**src/rtl/voice_allocator.sv**
```systemverilog
// Polyphonic voice scheduler: scans channels one per cycle for a key hit or free voice,
// then writes the chosen channel (retrigger, free voice, or round-robin steal).
module voice_allocator #(
    parameter int NUM_CHANNELS = 16,
    parameter int NUM_BITS     = 32,
    parameter int KEY_BITS     = 7,
    parameter int VEL_BITS     = 7
) (
    input  logic                             clk,
    input  logic                             rst,
    input  logic                             ev_valid,
    output logic                             ev_ready,
    input  logic                             ev_note_on,
    input  logic [KEY_BITS-1:0]              ev_key,
    input  logic [VEL_BITS-1:0]              ev_velocity,
    input  logic [NUM_BITS-1:0]              ev_car_word,
    input  logic [NUM_BITS-1:0]              ev_mod_word,
    input  logic [NUM_CHANNELS-1:0]          available,
    output logic [NUM_BITS*NUM_CHANNELS-1:0] carrier_out,
    output logic [NUM_BITS*NUM_CHANNELS-1:0] modulator_out,
    output logic [NUM_BITS*NUM_CHANNELS-1:0] velocity_out,
    output logic [NUM_CHANNELS-1:0]          gate_out,
    output logic                             steal,
    output logic                             busy
);
    // state | meaning
    // IDLE  | waiting for an event, ev_ready high
    // SCAN  | examining channel idx for hit/free, plus one closing cycle
    // WRITE | update target channel registers, return to IDLE
    localparam logic [1:0] S_IDLE  = 2'd0;
    localparam logic [1:0] S_SCAN  = 2'd1;
    localparam logic [1:0] S_WRITE = 2'd2;

    localparam int IDX_BITS = $clog2(NUM_CHANNELS);
    localparam logic [IDX_BITS:0] SCAN_END = (IDX_BITS+1)'(NUM_CHANNELS);

    logic [1:0]                        state_q, state_d;
    logic [IDX_BITS:0]                 idx_q, idx_d;
    logic                              note_on_q, note_on_d;
    logic [KEY_BITS-1:0]               key_lat_q, key_lat_d;
    logic [VEL_BITS-1:0]               vel_lat_q, vel_lat_d;
    logic [NUM_BITS-1:0]               car_lat_q, car_lat_d;
    logic [NUM_BITS-1:0]               mod_lat_q, mod_lat_d;
    logic                              hit_vld_q, hit_vld_d;
    logic [IDX_BITS-1:0]               hit_idx_q, hit_idx_d;
    logic                              free_vld_q, free_vld_d;
    logic [IDX_BITS-1:0]               free_idx_q, free_idx_d;
    logic [IDX_BITS-1:0]               steal_ptr_q, steal_ptr_d;
    logic [KEY_BITS*NUM_CHANNELS-1:0]  key_q, key_d;
    logic [NUM_CHANNELS-1:0]           active_q, active_d;
    logic [NUM_BITS*NUM_CHANNELS-1:0]  car_q, car_d;
    logic [NUM_BITS*NUM_CHANNELS-1:0]  mod_q, mod_d;
    logic [NUM_BITS*NUM_CHANNELS-1:0]  vel_q, vel_d;
    logic                              steal_q, steal_d;

    logic [IDX_BITS-1:0] ch;
    logic [IDX_BITS-1:0] tgt;
    logic                from_steal;

    always_comb begin
        state_d     = state_q;
        idx_d       = idx_q;
        note_on_d   = note_on_q;
        key_lat_d   = key_lat_q;
        vel_lat_d   = vel_lat_q;
        car_lat_d   = car_lat_q;
        mod_lat_d   = mod_lat_q;
        hit_vld_d   = hit_vld_q;
        hit_idx_d   = hit_idx_q;
        free_vld_d  = free_vld_q;
        free_idx_d  = free_idx_q;
        steal_ptr_d = steal_ptr_q;
        key_d       = key_q;
        active_d    = active_q;
        car_d       = car_q;
        mod_d       = mod_q;
        vel_d       = vel_q;
        steal_d     = 1'b0;
        ch          = idx_q[IDX_BITS-1:0];
        tgt         = '0;
        from_steal  = 1'b0;

        case (state_q)
            S_IDLE: begin
                if (ev_valid) begin
                    note_on_d  = ev_note_on;
                    key_lat_d  = ev_key;
                    vel_lat_d  = ev_velocity;
                    car_lat_d  = ev_car_word;
                    mod_lat_d  = ev_mod_word;
                    idx_d      = '0;
                    hit_vld_d  = 1'b0;
                    free_vld_d = 1'b0;
                    state_d    = S_SCAN;
                end
            end
            S_SCAN: begin
                if (idx_q == SCAN_END) begin
                    state_d = S_WRITE;
                end else begin
                    if (!hit_vld_q && active_q[ch] &&
                        key_q[ch*KEY_BITS +: KEY_BITS] == key_lat_q) begin
                        hit_vld_d = 1'b1;
                        hit_idx_d = ch;
                    end
                    // a released voice still in its envelope tail is not free
                    if (!free_vld_q && !active_q[ch] && available[ch]) begin
                        free_vld_d = 1'b1;
                        free_idx_d = ch;
                    end
                    idx_d = idx_q + 1'b1;
                end
            end
            S_WRITE: begin
                state_d = S_IDLE;
                if (note_on_q) begin
                    if (hit_vld_q) begin
                        tgt = hit_idx_q;
                    end else if (free_vld_q) begin
                        tgt = free_idx_q;
                    end else begin
                        tgt        = steal_ptr_q;
                        from_steal = 1'b1;
                    end
                    car_d[tgt*NUM_BITS +: NUM_BITS]   = car_lat_q;
                    mod_d[tgt*NUM_BITS +: NUM_BITS]   = mod_lat_q;
                    vel_d[tgt*NUM_BITS +: NUM_BITS]   = NUM_BITS'(vel_lat_q);
                    key_d[tgt*KEY_BITS +: KEY_BITS]   = key_lat_q;
                    active_d[tgt]                     = 1'b1;
                    if (from_steal) begin
                        steal_d     = 1'b1;
                        steal_ptr_d = steal_ptr_q + 1'b1;
                    end
                end else if (hit_vld_q) begin
                    // words are held so the release envelope keeps sounding
                    active_d[hit_idx_q] = 1'b0;
                end
            end
            default: state_d = S_IDLE;
        endcase
    end

    always_ff @(posedge clk) begin
        if (!rst) begin
            state_q     <= S_IDLE;
            idx_q       <= '0;
            note_on_q   <= 1'b0;
            key_lat_q   <= '0;
            vel_lat_q   <= '0;
            car_lat_q   <= '0;
            mod_lat_q   <= '0;
            hit_vld_q   <= 1'b0;
            hit_idx_q   <= '0;
            free_vld_q  <= 1'b0;
            free_idx_q  <= '0;
            steal_ptr_q <= '0;
            key_q       <= '0;
            active_q    <= '0;
            car_q       <= '0;
            mod_q       <= '0;
            vel_q       <= '0;
            steal_q     <= 1'b0;
        end else begin
            state_q     <= state_d;
            idx_q       <= idx_d;
            note_on_q   <= note_on_d;
            key_lat_q   <= key_lat_d;
            vel_lat_q   <= vel_lat_d;
            car_lat_q   <= car_lat_d;
            mod_lat_q   <= mod_lat_d;
            hit_vld_q   <= hit_vld_d;
            hit_idx_q   <= hit_idx_d;
            free_vld_q  <= free_vld_d;
            free_idx_q  <= free_idx_d;
            steal_ptr_q <= steal_ptr_d;
            key_q       <= key_d;
            active_q    <= active_d;
            car_q       <= car_d;
            mod_q       <= mod_d;
            vel_q       <= vel_d;
            steal_q     <= steal_d;
        end
    end

    assign ev_ready      = (state_q == S_IDLE) && rst;
    assign busy          = (state_q != S_IDLE);
    assign carrier_out   = car_q;
    assign modulator_out = mod_q;
    assign velocity_out  = vel_q;
    assign gate_out      = active_q;
    assign steal         = steal_q;
endmodule
```
**config.mk**
```make
export PLATFORM = sky130hd
export DESIGN_NAME = voice_allocator
export DESIGN_NICKNAME = d
export VERILOG_FILES = /design/src/rtl/voice_allocator.sv
export SDC_FILE = /design/constraint.sdc
export NUM_CORES = 2
export LEC_CHECK = 0
export ABC_AREA = 1
export BUFFER_PORTS_ARGS = -buffer_cell sky130_fd_sc_hd__clkbuf_2
export CORE_AREA = 2 2 639 641
export CTS_BUF_LIST = sky130_fd_sc_hd__clkbuf_4 sky130_fd_sc_hd__clkbuf_8
export DETAILED_ROUTE_END_ITERATION = 8
export DIE_AREA = 0 0 641 643
export SYNTH_ARGS = -nofsm -noshare
export SYNTH_HDL_FRONTEND = slang
export SYNTH_SLANG_ARGS = --single-unit
```
**constraint.sdc**
```tcl
create_clock -name clk -period 4.3 [get_ports clk]
set_input_delay 0.215 -clock clk [delete_from_list [all_inputs] [get_ports clk]]
set_output_delay 0.215 -clock clk [all_outputs]
set_load 0.03 [all_outputs]
```
After elaboration in Yosys (flattened, before gate mapping)
Index checks and enable logic that the tools add are counted.
{"block": "classes", "add_sub_neg": 4, "multipliers": 2, "order_cmp": 5, "n_eq_ne": 9, "n_shift": 7, "mux": 36, "bitwise_logic": 4, "reduce_logical": 25}
{"cell": "$bwmux 512", "count": 3}
{"cell": "$shiftx 32x34->512", "count": 3}
{"cell": "$shift 32x34->512 const A", "count": 1}
{"cell": "$bwmux 112", "count": 1}
{"cell": "$shift 7x34->112 const A", "count": 1}
{"cell": "$shiftx 112x8->7", "count": 1}
{"cell": "$shiftx 7x34->112", "count": 1}
{"cell": "$neg 7->34", "count": 1}
{"cell": "$neg 9->34", "count": 1}
{"cell": "$mux 16", "count": 2}
{"cell": "$and 16x16->16", "count": 1}
{"cell": "$mux 4", "count": 4}
{"cell": "$not 16->16", "count": 1}
{"cell": "$or 16x16->16", "count": 1}
{"cell": "$lt 4x5->1 const B", "count": 3}
{"cell": "$reduce_and 3->1", "count": 5}
{"cell": "$mul 4x3->7 const B", "count": 2}
{"cell": "$mux 1", "count": 14}
{"cell": "$mux 5", "count": 2}
{"cell": "$ne 2x2->1 const B", "count": 5}
{"cell": "$pmux 5 s2", "count": 1}
{"cell": "$bmux 1 s4", "count": 2}
{"cell": "$demux 1 s4", "count": 2}
{"cell": "$ge 4x1->1 const B", "count": 2}
{"cell": "other kinds (16)", "count": 32}
{"block": "totals", "regBits": 1765, "word_cells": 110}

Depth between registers and ports, before layout
{"block": "depth", "depth_word": 10, "ltp_mapped": 20}

Worst setup path after synthesis
Ideal clock, no wire load.
{"block": "synth_path", "path_kind": "reg2reg", "from": "register hit_vld_q", "to": "register mod_q[250] (netlist: modulator_out[250])", "arrival_ps": 3468, "setup_slack_ps": 767, "path_stages_with_launch": 16, "n_path_buf": 7, "path_cell_list": "dfxtp_1 -> inv_2 -> o21ai_4 -> clkbuf_1 -> clkbuf_1 -> clkbuf_1 -> ha_1 -> buf_2 -> inv_1 -> clkbuf_1 -> clkbuf_1 -> clkbuf_1 -> nand3_1 -> nor3_1 -> o21ai_0 -> nor2_1"}
{"block": "synth_via", "elab_chain_cells": 6, "word_cells_on_any_way": 7, "classes_between": "add/sub (1); shift (2); mux (4)"}
{"element": "from (decl)", "line_no": "44", "source": "logic hit_vld_q, hit_vld_d;"}
{"element": "from (signal assigned)", "line_no": "171", "source": "hit_vld_q <= hit_vld_d;"}
{"element": "$mux 4 *", "line_no": "117", "source": "if (hit_vld_q) begin"}
{"element": "$mux 4 *", "line_no": "116", "source": "if (note_on_q) begin"}
{"element": "$mux 4 *", "line_no": "83", "source": "case (state_q)"}
{"element": "$neg 9->34 *", "line_no": "126", "source": "mod_d[tgt*NUM_BITS +: NUM_BITS] = mod_lat_q;"}
{"element": "$shiftx 32x34->512 / $shift 32x34->512 (equally long branches)", "line_no": "126"}
{"element": "$bwmux 512 *", "line_no": "126"}
{"element": "to (signal assigned)", "line_no": "179", "source": "mod_q <= mod_d;"}
{"element": "to (decl)", "line_no": "52", "source": "logic [NUM_BITS*NUM_CHANNELS-1:0] mod_q, mod_d;"}
Every way passes the cells marked *; elsewhere a longest branch is shown, timed or not. The select of a mux whose other input is x is not followed.
A chain may end at the register's enable or synchronous reset.

Worst setup path after layout
{"block": "layout_path", "from": "register hit_vld_q", "to": "register mod_q[271] (netlist: modulator_out[271])"}
Same word-level chain as after synthesis.

==> results.json <==
{
  "drive_gt1_share_pct": 22.9,
  "slowest_stage": "a21oi_1",
  "endpoint_kind": "flop",
  "wirelength_um": 378000,
  "htreeDepth": 5,
  "cp.buffers_inverters": 4,
  "path_max_fanout": 71,
  "synthCells": 7892,
  "stdcell_count": 14813,
  "drt-wirelength-per-cell_um": 25.5,
  "synth_seq_area_share_pct": 46.2,
  "rrSetupSlack_ns": 0.38,
  "start_kind": "flop",
  "cts_tree": "built",
  "die_h_um": 643,
  "first_global_vias": 57519,
  "drt_iter0_markers": 7155,
  "leakage_nw": 32.2,
  "core_um2": 405000,
  "synth_top_cell_by_area": "dfxtp_1",
  "hp-class": "input pin to flop",
  "hpwl_um": 281000,
  "yosys_warnings": 0,
  "hold_viol_final": 0,
  "cts_root_buf": "clkbuf_8",
  "synth_top_area_share_pct": 46.2,
  "worstPathCellList": "inv_2 > nand3_1 > o21ai_1 > buf_4 > ha_4 > or2_1 > nand2_8 > nand2_4 > nor2_4 > nand2_2 > inv_2 > nand2_4 > buf_4 > a21oi_1 > nor2_1",
  "cap_violations": 0,
  "grt_max_degree": 168,
  "rsz0062_at_grt": "false",
  "layout_commonest_cell": "dfxtp_1",
  "period_needed_ns": 3.92,
  "dp_worst_setup_slack_ns": 0.475,
  "drcViolationCount": 0,
  "die_area_um2": 412000,
  "ys_ff_latch": 1365,
  "antenna_found_initial": 53,
  "tightest_slew_ns": 1.34,
  "power_density_nw_per_um2": 397,
  "ff2ff_path_depth": 15,
  "startpoint": "hit_vld_q",
  "grt_pass1_wl_um": 500000,
  "routed_via_density": 4.25,
  "synth-edff-count": 0,
  "drt_pre_antenna_iters": 9,
  "whs_path_depth": 4,
  "vias": 62929,
  "reg2reg_to": "modulator_out[271]",
  "outcome": "complete, no violations",
  "holdWs_ns": 0.157,
  "path_delay_family": "simple AND/OR/NAND/NOR gates",
  "clkLatencyLatePin_ns": 1.09,
  "numPortBuffers": 1252,
  "clkSinkCount": 1365,
  "crit_cells": 15,
  "std_cell_rows": 234,
  "final_cell_mix": "dfxtp_1, clkbuf_2, nor2_1, nand2_1, a21oi_1",
  "syn_area_um2": 59100,
  "synth_area_per_cell_um2": 7.49,
  "ys_types": 41,
  "cts_buffer_depth": 4,
  "cts_resized": 0,
  "synthFlopType": "dfxtp_1",
  "fmax_mhz": 255,
  "drv_slew": 0,
  "fin_area_um2": 78600,
  "clock_skew_ns": 0.138,
  "fin_setup_tns_ns": 0,
  "path_class": "flop to flop",
  "track_usage_pct": 17.3,
  "fin_nets": 9253,
  "antenna_left": 0,
  "relSlewSlack_pct": 10.8,
  "cts_buffers": 271,
  "dpl-instance-area_um2": 70500,
  "pin_count": 1653,
  "start_util_pct": 14.6,
  "max_stage_delay_ns": 0.52,
  "crit_end": "modulator_out[271]",
  "rr_startpoint": "hit_vld_q",
  "area_growth_pct": 33.1,
  "clkTransAtPathRegs_ns": 0.06,
  "setup_viol": 0,
  "synthArstFlopShare_pct": 0,
  "synth_area_leaders": "dfxtp_1, a21oi_1, nor2_1",
  "required_ns": 5.17,
  "gp_congestion": 0.902,
  "placed_cells": 14099,
  "setup_slack_ns": 0.382,
  "die_x_um": 641,
  "grt-ovfl-total": 0,
  "ir_drop_mv": 0.238,
  "min_period_over_period_pct": 91.1,
  "arrival_ns": 4.79
}
-- state kept, by name (all words and copies together) (netlist names) --
signal	count
steal_ptr_q	4
idx_q	5
free_vld_q	1
hit_idx_q	4
state_q	2
note_on_q	1
velocity_out	112
car_lat_q	32
mod_lat_q	32
gate_out	16
hit_vld_q	1
vel_lat_q	7
carrier_out	512
key_q	112
modulator_out	512
free_idx_q	4
steal	1
key_lat_q	7
-- where the power goes --
| group | internal (mW) | leakage [nW] | switching, mW |
|---|---|---|---|
| Clock | 8.63 | 3.13 | 6.51 |
| Sequential | 12.7 | 11.0 | 0.327 |
| Combinational | 0.513 | 18.1 | 2.51 |
-- timing repair --
action                                  in CTS  in global routing
hold buffers                               203                  0
setup buffers                                0                  0
hold endpoints to repair                   311                  0
endpoints found under the setup margin       0                  0
-- synth_stat cells (14+ instances only) --
| cell type | count |
|---|---|
| dfxtp_1 | 1365 |
| nor2_1 | 1080 |
| nand2_1 | 959 |
| a21oi_1 | 886 |
| o21ai_0 | 649 |
| nand3_1 | 593 |
| clkbuf_1 | 448 |
| buf_4 | 425 |
| inv_1 | 259 |
| o21ai_1 | 228 |
| buf_2 | 198 |
| nor4_1 | 156 |
| o211a_1 | 151 |
| nand4_1 | 142 |
| nor3_1 | 127 |
| or2_2 | 69 |
| buf_1 | 35 |
| a211oi_1 | 28 |
| inv_2 | 23 |
| nand2_2 | 14 |
-- worst register-to-register path: cells and delay by family, from the launching register on --
kind / cells / cell delay (ns)
flip-flops: 1 / 0.48
AND/OR/NAND/NOR: 8 / 1.41
adder cells (fa/ha/maj): 1 / 0.18
buffers and inverters: 4 / 0.94
AO/OA/AOI/OAI: 2 / 0.72
-- layer usage --
layer	vias to the layer above	track usage (%)	wire, um
li1	28398	-	-
met3	658	5.01	35000
met1	30419	21.2	151000
met5	-	0	20
met2	3452	28.3	175000
met4	2	7.32	17700
-- final cells by class --
| class | count | area, um^2 |
|---|---|---|
| Clock inverter | 53 | 801 |
| Clock buffer | 419 | 5190 |
| Antenna cell | 39 | 97.6 |
| Multi-Input combinational cell | 5531 | 26500 |
| Fill cell | 45862 | 327000 |
| Timing Repair Buffer | 1692 | 10800 |
| Tap cell | 5428 | 6790 |
| Inverter | 286 | 1120 |
| Sequential cell | 1365 | 27300 |
-- through the flow --
| stage | power (mW) | util (%) |
|---|---|---|
| 5_1_grt | 32.2 | 19.4 |
| 2_1_floorplan | 15.0 | - |
| 6_report | 31.2 | 19.4 |
| 3_5_place_dp | 16.1 | 17.4 |
| 3_3_place_gp | 16.1 | 17.4 |
| 4_1_cts | 31.5 | 19.4 |
-- kinds of logic (layout without fill, tap and decap cells) --
| kind of cell | Yosys count | count (layout) | synth area share [%] |
|---|---|---|---|
| AND/OR/NAND/NOR | 3167 | 3167 | 23.5 |
| AO/OA/AOI/OAI | 1956 | 1956 | 18.1 |
| buffers and inverters | 1395 | 2450 | 12.0 |
| flip-flops | 1365 | 1365 | 46.2 |
| adder cells (fa/ha/maj) | 8 | 8 | 0.169 |
| other | 1 | 439 | 0.00634 |
-- how the worst min path moves through the flow --
stage,startpoint,end,slack [ns]
detailed placement,key_q[6],key_q[6],0.44
CTS,ev_mod_word[7],mod_lat_q[7],0.008
global route,ev_mod_word[7],mod_lat_q[7],0.09
global placement,key_q[78],key_q[78],0.44
floorplan,ev_note_on,note_on_q,0.41
finish,ev_velocity[1],vel_lat_q[1],0.16
Power figures use the tool's default switching activity.
